**config.mk**
```make
export PLATFORM = sky130hd
export DESIGN_NAME = hbm_init_seq_ctrl
export DESIGN_NICKNAME = d
export VERILOG_FILES = /design/src/rtl/hbm_init_seq_pkg.sv /design/src/rtl/hbm_init_seq_ctrl.sv
export SDC_FILE = /design/constraint.sdc
export NUM_CORES = 1
export LEC_CHECK = 0
export BUFFER_PORTS_ARGS = -buffer_cell sky130_fd_sc_hd__buf_2
export CAP_MARGIN = 15
export CORE_MARGIN = 5
export CORE_UTILIZATION = 59
export DETAILED_ROUTE_END_ITERATION = 16
export GPL_TIMING_DRIVEN = 0
export PLACE_DENSITY = 0.8
export SLEW_MARGIN = 20
export SYNTH_ARGS = -nofsm -noshare
export SYNTH_HDL_FRONTEND = slang
export SYNTH_SLANG_ARGS = --single-unit
```
**constraint.sdc**
```tcl
create_clock -name clk -period 2.48 [get_ports clk]
set_clock_uncertainty 0.05 [all_clocks]
set_input_delay 0.248 -clock clk [delete_from_list [all_inputs] [get_ports clk]]
set_output_delay 0.248 -clock clk [all_outputs]
set_load 0.005 [all_outputs]
```
**src/rtl/hbm_init_seq_pkg.sv**
```systemverilog
`default_nettype none
// ============================================================================
//  Module      : hbm_init_seq_pkg
//  Description : Shared types and width constants for the HBM bring-up and
//                health sequencer.
//  Contents    : state_e     - sequencer state encoding (exported on o_state)
//                err_cause_e - latched failure cause (exported on o_err_cause)
//  Revision    : 1.0 - initial release
// ============================================================================
package hbm_init_seq_pkg;

    localparam int c_STATE_W = 3;
    localparam int c_ERR_W   = 2;
    localparam int c_TEMP_W  = 3;

    typedef enum logic [c_STATE_W-1:0] {
        IDLE       = 3'd0,
        RST_ASSERT = 3'd1,
        WAIT_CAL   = 3'd2,
        READY      = 3'd3,
        FAIL       = 3'd4,
        TRIP       = 3'd5
    } state_e;

    typedef enum logic [c_ERR_W-1:0] {
        ERR_NONE     = 2'd0,
        ERR_CAL_FAIL = 2'd1,
        ERR_TIMEOUT  = 2'd2,
        ERR_LOST     = 2'd3
    } err_cause_e;

endpackage
`default_nettype wire

```
**src/rtl/hbm_init_seq_ctrl.sv**
```systemverilog
`default_nettype none
// ============================================================================
//  Module      : hbm_init_seq_ctrl
//  Description : Bring-up and health sequencer for the HBM subsystem. Pulses
//                the device resets, waits for calibration with a per-attempt
//                timeout and bounded retry, latches failure cause / devices,
//                and traps on catastrophic temperature.
//  Ports       : clk, reset          fabric clock, synchronous active-high reset
//                i_start             begin a sequence from IDLE
//                i_clear_err         leave FAIL, clearing error status
//                i_cal_success/fail  per-device calibration status
//                i_cattrip           per-device catastrophic-temperature trip
//                i_temp              packed 3-bit per-device temperature codes
//                o_hbm_rst_n         per-device HBM reset (active-low)
//                o_app_rst_n         AFU channel reset (active-low)
//                o_ready             subsystem calibrated and usable
//                o_state             current state_e
//                o_err_cause         err_cause_e of last terminal failure
//                o_fail_dev_mask     devices implicated in last failure
//                o_retry_cnt         retries consumed
//                o_temp_alarm        registered temp >= TEMP_ALARM_THRESH
//  Revision    : 1.0 - initial release
// ============================================================================
module hbm_init_seq_ctrl
    import hbm_init_seq_pkg::*;
#(
    parameter int                     NUM_DEVICES        = 2,
    parameter logic [NUM_DEVICES-1:0] DEV_EN             = '1,
    parameter int                     RST_PULSE_CYCLES   = 16,
    parameter int                     CAL_TIMEOUT_CYCLES = 2**24,
    parameter int                     MAX_RETRIES        = 3,
    parameter logic [2:0]             TEMP_ALARM_THRESH  = 3'd6
) (
    input  logic                            clk,
    input  logic                            reset,
    input  logic                            i_start,
    input  logic                            i_clear_err,
    input  logic [NUM_DEVICES-1:0]          i_cal_success,
    input  logic [NUM_DEVICES-1:0]          i_cal_fail,
    input  logic [NUM_DEVICES-1:0]          i_cattrip,
    input  logic [c_TEMP_W*NUM_DEVICES-1:0] i_temp,
    output logic [NUM_DEVICES-1:0]          o_hbm_rst_n,
    output logic                            o_app_rst_n,
    output logic                            o_ready,
    output logic [c_STATE_W-1:0]            o_state,
    output logic [c_ERR_W-1:0]              o_err_cause,
    output logic [NUM_DEVICES-1:0]          o_fail_dev_mask,
    output logic [(MAX_RETRIES > 0 ? $clog2(MAX_RETRIES+1) : 1)-1:0] o_retry_cnt,
    output logic [NUM_DEVICES-1:0]          o_temp_alarm
);

    localparam int c_RETRY_W = (MAX_RETRIES > 0) ? $clog2(MAX_RETRIES + 1) : 1;
    localparam int c_CNT_MAX = (RST_PULSE_CYCLES > CAL_TIMEOUT_CYCLES) ?
                               RST_PULSE_CYCLES : CAL_TIMEOUT_CYCLES;
    localparam int c_CNT_W   = $clog2(c_CNT_MAX + 1);

    localparam logic [c_CNT_W-1:0]   c_PULSE_LOAD = c_CNT_W'(RST_PULSE_CYCLES - 1);
    localparam logic [c_CNT_W-1:0]   c_TO_LAST    = c_CNT_W'(CAL_TIMEOUT_CYCLES - 1);
    localparam logic [c_RETRY_W-1:0] c_RETRY_MAX  = c_RETRY_W'(MAX_RETRIES);

    state_e                 r_state, w_next;
    logic [c_CNT_W-1:0]     r_cnt, w_cnt_nxt;
    logic [c_RETRY_W-1:0]   r_retry, w_retry_nxt;
    err_cause_e             r_err, w_err_nxt;
    logic [NUM_DEVICES-1:0] r_mask, w_mask_nxt;
    logic [NUM_DEVICES-1:0] r_hbm_rst_n;
    logic                   r_app_rst_n;
    logic                   r_ready;
    logic [NUM_DEVICES-1:0] r_temp_alarm;

    logic                   w_trip;
    logic                   w_fail_any;
    logic                   w_all_ok;
    logic                   w_timeout;
    logic [NUM_DEVICES-1:0] w_not_ok;
    logic [NUM_DEVICES-1:0] w_temp_hot;

    assign w_trip     = |(i_cattrip & DEV_EN);
    assign w_fail_any = |(i_cal_fail & DEV_EN);
    assign w_not_ok   = ~i_cal_success & DEV_EN;
    assign w_all_ok   = (w_not_ok == '0);
    assign w_timeout  = (r_cnt == c_TO_LAST);

    // Next-state / status decode. The single counter counts down through the
    // reset pulse and up through the calibration window.
    always_comb begin
        w_next      = r_state;
        w_cnt_nxt   = r_cnt;
        w_retry_nxt = r_retry;
        w_err_nxt   = r_err;
        w_mask_nxt  = r_mask;

        if (w_trip) begin
            w_next = TRIP;
        end else begin
            case (r_state)
                IDLE: begin
                    if (i_start) begin
                        w_next    = RST_ASSERT;
                        w_cnt_nxt = c_PULSE_LOAD;
                    end
                end
                RST_ASSERT: begin
                    if (r_cnt == '0) begin
                        w_next    = WAIT_CAL;
                        w_cnt_nxt = '0;
                    end else begin
                        w_cnt_nxt = r_cnt - 1'b1;
                    end
                end
                WAIT_CAL: begin
                    w_cnt_nxt = r_cnt + 1'b1;
                    if (w_fail_any || w_timeout) begin
                        if (r_retry < c_RETRY_MAX) begin
                            w_retry_nxt = r_retry + 1'b1;
                            w_next      = RST_ASSERT;
                            w_cnt_nxt   = c_PULSE_LOAD;
                        end else begin
                            w_next     = FAIL;
                            w_err_nxt  = w_fail_any ? ERR_CAL_FAIL : ERR_TIMEOUT;
                            w_mask_nxt = w_fail_any ? (i_cal_fail & DEV_EN) : w_not_ok;
                        end
                    end else if (w_all_ok) begin
                        w_next = READY;
                    end
                end
                READY: begin
                    // All enabled devices were high on entry, so any low one
                    // here is a device that has dropped calibration.
                    if (!w_all_ok) begin
                        w_next     = FAIL;
                        w_err_nxt  = ERR_LOST;
                        w_mask_nxt = w_not_ok;
                    end
                end
                FAIL: begin
                    if (i_clear_err) begin
                        w_next      = IDLE;
                        w_err_nxt   = ERR_NONE;
                        w_mask_nxt  = '0;
                        w_retry_nxt = '0;
                    end
                end
                TRIP:    w_next = TRIP;
                default: w_next = IDLE;
            endcase
        end
    end

    always_ff @(posedge clk) begin
        if (reset) begin
            r_state     <= IDLE;
            r_cnt       <= '0;
            r_retry     <= '0;
            r_err       <= ERR_NONE;
            r_mask      <= '0;
            r_hbm_rst_n <= '0;
            r_app_rst_n <= 1'b0;
            r_ready     <= 1'b0;
        end else begin
            r_state     <= w_next;
            r_cnt       <= w_cnt_nxt;
            r_retry     <= w_retry_nxt;
            r_err       <= w_err_nxt;
            r_mask      <= w_mask_nxt;
            // Reset outputs are decoded from the next state so they move on
            // the same edge as o_state.
            r_hbm_rst_n <= (w_next == WAIT_CAL || w_next == READY) ? DEV_EN : '0;
            r_app_rst_n <= (w_next == READY);
            r_ready     <= (w_next == READY);
        end
    end

    for (genvar gi = 0; gi < NUM_DEVICES; gi++) begin : g_temp_hot
        assign w_temp_hot[gi] = DEV_EN[gi] &&
                                (i_temp[gi*c_TEMP_W +: c_TEMP_W] >= TEMP_ALARM_THRESH);
    end

    always_ff @(posedge clk) begin
        if (reset) r_temp_alarm <= '0;
        else       r_temp_alarm <= w_temp_hot;
    end

    assign o_hbm_rst_n     = r_hbm_rst_n;
    assign o_app_rst_n     = r_app_rst_n;
    assign o_ready         = r_ready;
    assign o_state         = r_state;
    assign o_err_cause     = r_err;
    assign o_fail_dev_mask = r_mask;
    assign o_retry_cnt     = r_retry;
    assign o_temp_alarm    = r_temp_alarm;

endmodule
`default_nettype wire

```
==> flow_summary.ini, run 1 <==
[status]
status = finished clean

[routing]
viasPerCell = 6.65
drt_iter0_drc = 388
ant_nets = 0
wire_per_inst_microns = 17.6
drt-total-wl_microns = 8940
vias = 3377
drt-pass1-iter-count = 6
drcViolationCount = 0

[final_layout]
drive_above_1_share = 0.247
fin_area_sq_um = 3610
multiInputGateArea_sq_um = 2100
diodes = 0
final_core_util = 0.707
layout.nets = 456
area_delta_synth_final_pct = 16.5
seq_area_sq_um = 763
fillCellCount = 413

[worst_setup_path]
arrival_ns = 2.56
critPathKind = reg -> reg
crit_fanout = 10
end_kind = flip-flop
crit_required_ns = 2.60
cp-start-kind = flip-flop

[grt]
grt_pass1_wl_microns = 13900
antenna_found_initial = 0
gr-total-overflow = 0
grt_pass1_vias = 2989
grt_util_all_layers = 0.262
grt_max_degree = 13

[placed_design]
io_buffers = 27
gp_congestion = 0.955
hpwl_microns = 6160
placed_cell_area_sq_um = 3320

[worst_hold_path]
hp-class = in -> reg

[power_and_ir_drop]
p_per_area_nw_per_um2 = 587
leakagePower_nw = 1.35
finalPower_mw = 2.12
irDropWorstVdd_uv = 346

[timing]
clock.fmax_mhz = 409
finalCritPeriodShare = 0.985
setup_viol = 0
timing.hold.ws_ns = 0.116
hold_viol_final = 0
worst_pin_slew_ns = 0.595
slew_headroom = 0.600
fin_crit_ns = 2.44
slew_violations = 0

[synthesis]
synth_top_cell_area_share = 0.246
synth_ff_type = dfxtp_1
synth-seq-cells = 38
synthArstFlopShare = 0
yosysTopAreaCell = dfxtp_1
synth_edf_count = 0
ys_top_cells_by_count = nor2_1, dfxtp_1, nand2_1
synth_area_leaders = dfxtp_1, nor2_1, nand2_1, a21oi_1, clkbuf_8
syn_area_sq_um = 3100
avgSynthCellArea_sq_um = 7.84
synth.most_common_cell = nor2_1
syn_inst = 395
yosysSeqAreaShare = 0.246
synth_nets = 414
synth.distinct_cells = 80
yosys_warnings = 0

[floorplanning]
dieWidth_microns = 82.5
die-area_sq_um = 6800
initial_core_util = 0.607
rows = 26
die_h_microns = 82.5
core_area_sq_um = 5110
io_pins = 31

[clocking]
clk_latency_ns = 0.29
tritoncts = yes
cts_made_buffers = 5
clk_pin_slew_ns = 0.08
cts-root-buf = clkbuf_8
clockBufferDepth = 2
htree_levels = 2
cts.sinks = 38

[flow_run]
maxCapViolCount = 0
where the power goes:
group / internal, mW / leakage [nW] / switching [mW]
sequential: 0.653 / 0.309 / 0.0401
clock: 0.429 / 0.0714 / 0.232
combinational: 0.322 / 0.967 / 0.441
cells by family (layout without fill, tap and decap cells):
logic type / count (synthesis) / after routing / share of synthesized area
and+or+nand+nor: 179 / 179 / 0.316
adders and majority gates: 3 / 3 / 0.0121
buffers and inverters: 43 / 86 / 0.102
xor gates and xnor gates: 14 / 14 / 0.0396
AOI/OAI and AO/OA: 114 / 114 / 0.272
DFF: 38 / 38 / 0.246
muxes: 4 / 4 / 0.0129
metrics by stage:
stage | setup TNS, ns | std cells | worst slack, ns
6_report | 0 | 508 | 0.0372
5_1_grt | -0.0231 | 508 | -0.0169
4_1_cts | 0 | 500 | 0.00232
3_5_place_dp | -4.23 | 492 | -0.277
3_3_place_gp | -3.85 | 492 | -0.322
2_1_floorplan | 0 | 395 | 0.234
layout by cell type (no fill, tap or decap), drive strengths merged, types with 6 or more instances in the layout:
cell    count
nor2       45
or3        12
buf        49
dfxtp      38
a21oi      23
a211oi      8
o21ai      15
a221oi     11
o22ai       7
nand3      13
clkbuf     26
xnor2       6
nor3       20
or2         8
nand2      36
xor2        8
nor4        7
inv         8
what timing repair did:
item                                    CTS  global route
hold buffers                              0             0
pin swaps                                 2             6
gates resized for setup                   8            15
setup buffers                             0             8
endpoints found under the setup margin   28            26
per-layer routing:
layer / vias up / GRT usage / part of all wire
li1: 1567 / - / -
met1: 1584 / 0.350 / 0.43
met2: 205 / 0.417 / 0.47
met3: 21 / 0.0456 / 0.081
met4: 0 / 0.101 / 0.020
met5: - / 0 / 0
final cells by class:
type                    instances  area share
plain buffers                  35      0.0804
well taps                      70      0.0243
clock buffers                   6      0.0229
clock inverters                 2      0.0166
multi-input cells             314       0.582
repair buffers                 35      0.0541
flip-flops and latches         38       0.212
inverters                       8     0.00832
registers in the layout (all words and copies together), names as in the netlist:
| signal | count |
|---|---|
| r_cnt | 25 |
| o_state | 3 |
| o_err_cause | 2 |
| o_fail_dev_mask | 2 |
| o_retry_cnt | 2 |
| o_temp_alarm | 2 |
| o_hbm_rst_n | 1 |
| o_ready | 1 |
final timing paths:
path | start | cells past startpoint | slack [ns] | to
worst max-delay path | o_state[2]$_SDFF_PP0_ | 6 | 0.04 | r_cnt[13]$_SDFFE_PP0P_
worst max register to register | o_state[2]$_SDFF_PP0_ | 6 | 0.04 | r_cnt[13]$_SDFFE_PP0P_
worst min-delay path | i_temp[1] | 3 | 0.12 | o_temp_alarm[0]$_SDFF_PP0_
worst min register to register | o_retry_cnt[0]$_SDFFE_PP0P_ | 1 | 0.43 | o_retry_cnt[0]$_SDFFE_PP0P_
critical path: stages (launching register included):
cell and delay [ns]:
dfxtp_1 0.32, clkbuf_1 0.22, nor3b_4 0.40, o21ai_0 0.31, nor2_1 0.40, o21ai_0 0.16, a2111oi_1 0.45
Power figures use the tool's default switching activity.
==> inputs of run 2 (changes only) <==
==> constraint.sdc (replaced) <==
create_clock -name clk -period 2.48 [get_ports clk]
set_clock_uncertainty 0.05 [all_clocks]
set_input_delay 0.124 -clock clk [delete_from_list [all_inputs] [get_ports clk]]
set_output_delay 0.124 -clock clk [all_outputs]
set_load 0.005 [all_outputs]
==> flow_summary.ini, run 2 (synthesis results as in run 1) <==
[floorplanning]
core_area_sq_um = 5110
dieWidth_microns = 82.5
die_h_microns = 82.5
io_pins = 31
initial_core_util = 0.607
die-area_sq_um = 6800
rows = 26

[flow_run]
maxCapViolCount = 0

[final_layout]
final_core_util = 0.714
drive_above_1_share = 0.244
regMostFlops = r_cnt
fillCellCount = 409
layout.cells.most_common = nor2_1
largest_reg_flops = 25
diodes = 0
layout.nets = 460
layout_common_cells = nor2_1, nand2_1, dfxtp_1, buf_2, a21oi_1
area_delta_synth_final_pct = 17.8

[power_and_ir_drop]
power.switching_mw = 0.715
switching_share = 0.337
p_per_area_nw_per_um2 = 582
intPower_mw = 1.41
clock_power_share = 0.314
irDropWorstVdd_uv = 350
p_seq_frac = 0.327
combPwrFrac = 0.359
finalPower_mw = 2.12
leakagePower_nw = 1.36

[worst_setup_path]
crit_required_ns = 2.60
end_kind = flip-flop
timing.rr.end = o_state[0]$_SDFF_PP0_
crit_fanout = 9
timing.reg2reg.setup_slack_ns = 0.05
ff2ff_path_depth = 7
critPathLaunch = r_cnt[18]$_SDFFE_PP0P_
critPathKind = reg -> reg
timing.rr.start = r_cnt[18]$_SDFFE_PP0P_
arrival_ns = 2.56
cp-start-kind = flip-flop

[grt]
top_usage_layer = met2
grt_util_all_layers = 0.264
antenna_found_initial = 0
grt_max_degree = 13
use_met2 = 0.424
gr-usage-met1 = 0.351
grt_pass1_vias = 3029
use_met3 = 0.0456
gr-total-overflow = 0
grt_pass1_wl_microns = 14100

[clocking]
cts-root-buf = clkbuf_8
cts_made_buffers = 5
clk_latency_ns = 0.29
tritoncts = yes
htree_levels = 2
cts.sinks = 38
clockBufferDepth = 2
clk_pin_slew_ns = 0.08

[routing]
drt-pass1-iter-count = 5
viasPerCell = 6.59
drt_iter0_drc = 437
drcViolationCount = 0
wire_per_inst_microns = 17.4
vias = 3376
ant_nets = 0
drt-total-wl_microns = 8910

[timing]
timing.hold.ws_ns = 0.182
hold_viol_final = 0
slew_headroom = 0.614
slew_violations = 0
setup_viol = 0
clock.fmax_mhz = 411
fin_crit_ns = 2.43
worst_pin_slew_ns = 0.573
finalCritPeriodShare = 0.980

[placed_design]
gp_congestion = 0.955
io_buffers = 27
hpwl_microns = 6160

[worst_hold_path]
min_delay_path_depth = 4
hp-class = in -> reg
min_from = i_cal_success[1]
holdPathEnd = o_state[2]$_SDFF_PP0_

[status]
status = finished clean
run 2: cell types whose count changed in the layout (fill, tap and decap cells not counted):
cell and change:
dlygate4sd3_1 +4
run 2: worst max-delay path: stages, from the launching register on:
cell      delay, ns
dfxtp_1        0.31
clkbuf_8       0.15
or4_1          0.54
nor4b_4        0.41
a21oi_2        0.17
or3_1          0.41
nor3_2         0.21
nor2_1         0.05
run 2: worst max-delay path by stage:
stage / end / slack [ns] / cells after the start
floorplan: o_fail_dev_mask[0]$_SDFFE_PP0P_ / 0.23 / 7
global placement: r_cnt[13]$_SDFFE_PP0P_ / -0.32 / 6
detailed placement: o_fail_dev_mask[0]$_SDFFE_PP0P_ / -0.28 / 7
CTS: r_cnt[0]$_SDFFE_PP0P_ / 0.002 / 7
global route: r_cnt[13]$_SDFFE_PP0P_ / -0.02 / 6
finish: o_state[0]$_SDFF_PP0_ / 0.05 / 7
run 2: stage by stage:
stage | setup TNS, ns | std cells | setup WS (ns) | instance area, sq um
after floorplan | 0 | 395 | 0.234 | 3100
after global placement | -3.85 | 492 | -0.322 | 3320
after detailed placement | -4.23 | 492 | -0.277 | 3320
after CTS | 0 | 504 | 0.00232 | 3540
after global routing | -0.0233 | 512 | -0.0169 | 3650
final | 0 | 512 | 0.0484 | 3650
run 2: layout make-up:
type                    instances  area, sq um  share of cell area
multi-input cells             314         2100               0.575
flip-flops and latches         38          763               0.209
repair buffers                 39          235              0.0645
clock buffers                   6         82.6              0.0226
plain buffers                  35          290              0.0796
inverters                       8         30.0             0.00823
clock inverters                 2         60.1              0.0165
well taps                      70         87.6              0.0240
run 2: routing by layer:
| metal | vias up | part of all wire |
|---|---|---|
| met5 | - | 0 |
| met2 | 180 | 0.47 |
| met1 | 1592 | 0.44 |
| met3 | 27 | 0.071 |
| li1 | 1577 | - |
| met4 | 0 | 0.025 |
run 2: what timing repair did:
action	CTS	global route
setup buffers	0	8
endpoints found under the hold margin	2	0
hold buffers	4	0
pin swaps	2	6
setup endpoints to repair	28	26
resized for setup	8	15
run 2: power by group through the flow:
stage | clock, mW | combinational [mW] | sequential (mW)
5_1_grt | 0.705 | 0.816 | 0.701
3_5_place_dp | 0 | 0.663 | 0.703
4_1_cts | 0.667 | 0.674 | 0.690
6_report | 0.667 | 0.762 | 0.694
2_1_floorplan | 0 | 0.524 | 0.696
3_3_place_gp | 0 | 0.649 | 0.702
==> inputs of run 3 (changes only) <==
--- a/config.mk
+++ b/config.mk
@@ -8,10 +8,11 @@
 export BUFFER_PORTS_ARGS = -buffer_cell sky130_fd_sc_hd__buf_2
 export CAP_MARGIN = 15
 export CORE_MARGIN = 5
-export CORE_UTILIZATION = 59
+export CORE_UTILIZATION = 35
 export DETAILED_ROUTE_END_ITERATION = 16
 export GPL_TIMING_DRIVEN = 0
-export PLACE_DENSITY = 0.8
+export PLACE_DENSITY = 0.52
+export REMOVE_ABC_BUFFERS = 1
 export SLEW_MARGIN = 20
 export SYNTH_ARGS = -nofsm -noshare
 export SYNTH_HDL_FRONTEND = slang
==> flow_summary.ini, run 3 (synthesis results as in run 1) <==
[status]
status = finished clean

[grt]
grt_pass1_vias = 2862
grt_max_degree = 28
grt_util_all_layers = 0.160
gr-total-overflow = 0
antenna_found_initial = 0
grt_pass1_wl_microns = 14600

[timing]
slew_violations = 0
setup_viol = 0
clock.fmax_mhz = 414
finalWorstSetupSlack_ns = 0.0640
worst_pin_slew_ns = 0.684
tns_ns = 0
slew_headroom = 0.542
hold_viol_final = 0
finalCritPeriodShare = 0.974
fin_crit_ns = 2.42

[worst_setup_path]
crit_slowest_cell = or4_4
crit_fanout = 6
arrival_ns = 2.53
critPathKind = reg -> reg
crit_chain = or4_4 > nor4b_4 > a21oi_4 > or3_1 > nor3_2 > nor2_1
cp-start-kind = flip-flop
path_delay_family = simple AND/OR/NAND/NOR gates
cpPeakStageDelay_ns = 0.60
crit_required_ns = 2.59
crit_buf_inv = 0
end_kind = flip-flop

[final_layout]
area_delta_synth_final_pct = 9.41
layout_common_cells = nor2_1, nand2_1, dfxtp_1, buf_2, a21oi_1
largest_reg_flops = 25
seq_area_sq_um = 772
regMostFlops = r_cnt
multiInputGateArea_sq_um = 2130
layout.cells.most_common = nor2_1
diodes = 0
layout.nets = 427
fin_area_sq_um = 3390
fillCellCount = 913
drive_above_1_share = 0.233

[routing]
vias = 3090
drt-total-wl_microns = 8830
ant_nets = 0
drcViolationCount = 0
drt_iter0_drc = 200
drt-pass1-iter-count = 7
wire_per_inst_microns = 17.1
viasPerCell = 5.99

[placed_design]
gp_congestion = 0.818
pre_cts_slack_ns = -0.419
placed_cell_area_sq_um = 3100
hpwl_microns = 6250
io_buffers = 28

[clocking]
tritoncts = yes
htree_levels = 2
clk_pin_slew_ns = 0.08
clockBufferDepth = 2
cts-root-buf = clkbuf_8
cts_made_buffers = 5
cts.sinks = 38
clk_latency_ns = 0.30

[power_and_ir_drop]
clock_power_share = 0.232
intPower_mw = 1.12
leakagePower_nw = 1.18
p_per_area_nw_per_um2 = 538
switching_share = 0.384
combPwrFrac = 0.360
power.switching_mw = 0.700
irDropWorstVdd_uv = 233
p_seq_frac = 0.408

[floorplanning]
rows = 34
core_area_sq_um = 8680
dieWidth_microns = 104
initial_core_util = 0.357
die-area_sq_um = 10800
die_h_microns = 104
io_pins = 31

[worst_hold_path]
hp-class = in -> reg

[flow_run]
maxCapViolCount = 0
[run 3: cell count changes in the layout (fill, tap and decap cells not counted), moves of 2 or more]
cell	previous run	this run
dfxtp_2	2	9
buf_4	15	9
clkbuf_1	9	0
buf_2	30	28
buf_6	4	0
clkbuf_2	3	0
clkinv_2	0	2
dfxtp_1	36	29
clkbuf_8	14	5
bufinv_16	2	0
[run 3: path summary, 6_finish.rpt]
path	start	end	slack (ns)	cells after the start
worst max-delay path	r_cnt[12]$_SDFFE_PP0P_	o_state[0]$_SDFF_PP0_	0.06	6
worst min-delay path	i_cal_success[1]	o_state[2]$_SDFF_PP0_	0.18	4
worst max register to register	r_cnt[12]$_SDFFE_PP0P_	o_state[0]$_SDFF_PP0_	0.06	6
worst min register to register	o_retry_cnt[0]$_SDFFE_PP0P_	o_retry_cnt[0]$_SDFFE_PP0P_	0.43	1
[run 3: repair_timing]
| action | in CTS | in global routing |
|---|---|---|
| hold buffers | 4 | 0 |
| endpoints found under the setup margin | 29 | 26 |
| endpoints found under the hold margin | 2 | 0 |
| gates resized for setup | 16 | 14 |
| pin swaps | 5 | 5 |
| gates cloned | 0 | 0 |
| buffers inserted | 3 | 5 |
[run 3: metal layers]
layer | up-vias | routed length [microns] | global-route usage
li1 | 1516 | - | -
met1 | 1479 | 4180 | 0.220
met2 | 82 | 4120 | 0.258
met3 | 13 | 363 | 0.0261
met4 | 0 | 163 | 0.0416
met5 | - | 0 | 0
[run 3: final cells by class]
type / count / share of cell area
Clock inverter: 2 / 0.00295
Inverter: 8 / 0.00886
Sequential cell: 38 / 0.228
Tap cell: 108 / 0.0399
Timing Repair Buffer: 41 / 0.0731
Multi-Input combinational cell: 314 / 0.627
Clock buffer: 5 / 0.0203
[run 3: power groups by stage]
stage	clock network [mW]	registers, mW	logic, mW
after detailed placement	0	0.753	0.570
final	0.423	0.744	0.655
after global placement	0	0.753	0.565
after CTS	0.433	0.741	0.624
after global routing	0.459	0.755	0.710
after floorplan	0	0.732	0.435
[run 3: worst reg2reg max path, cell delays in order, from the launching register on]
cell and delay, ns:
dfxtp_1 0.38, or4_4 0.60, nor4b_4 0.43, a21oi_4 0.15, or3_1 0.41, nor3_2 0.21
nor2_1 0.06
[run 3: metrics by stage]
| stage | total power [mW] | hold slack, ns | util | cells |
|---|---|---|---|---|
| global placement | 1.32 | 0.291 | 0.356 | 496 |
| floorplan | 1.17 | 0.143 | - | 360 |
| detailed placement | 1.32 | 0.297 | 0.357 | 497 |
| finish | 1.82 | 0.178 | 0.391 | 516 |
| global route | 1.92 | 0.228 | 0.391 | 516 |
| CTS | 1.80 | 0.169 | 0.382 | 511 |
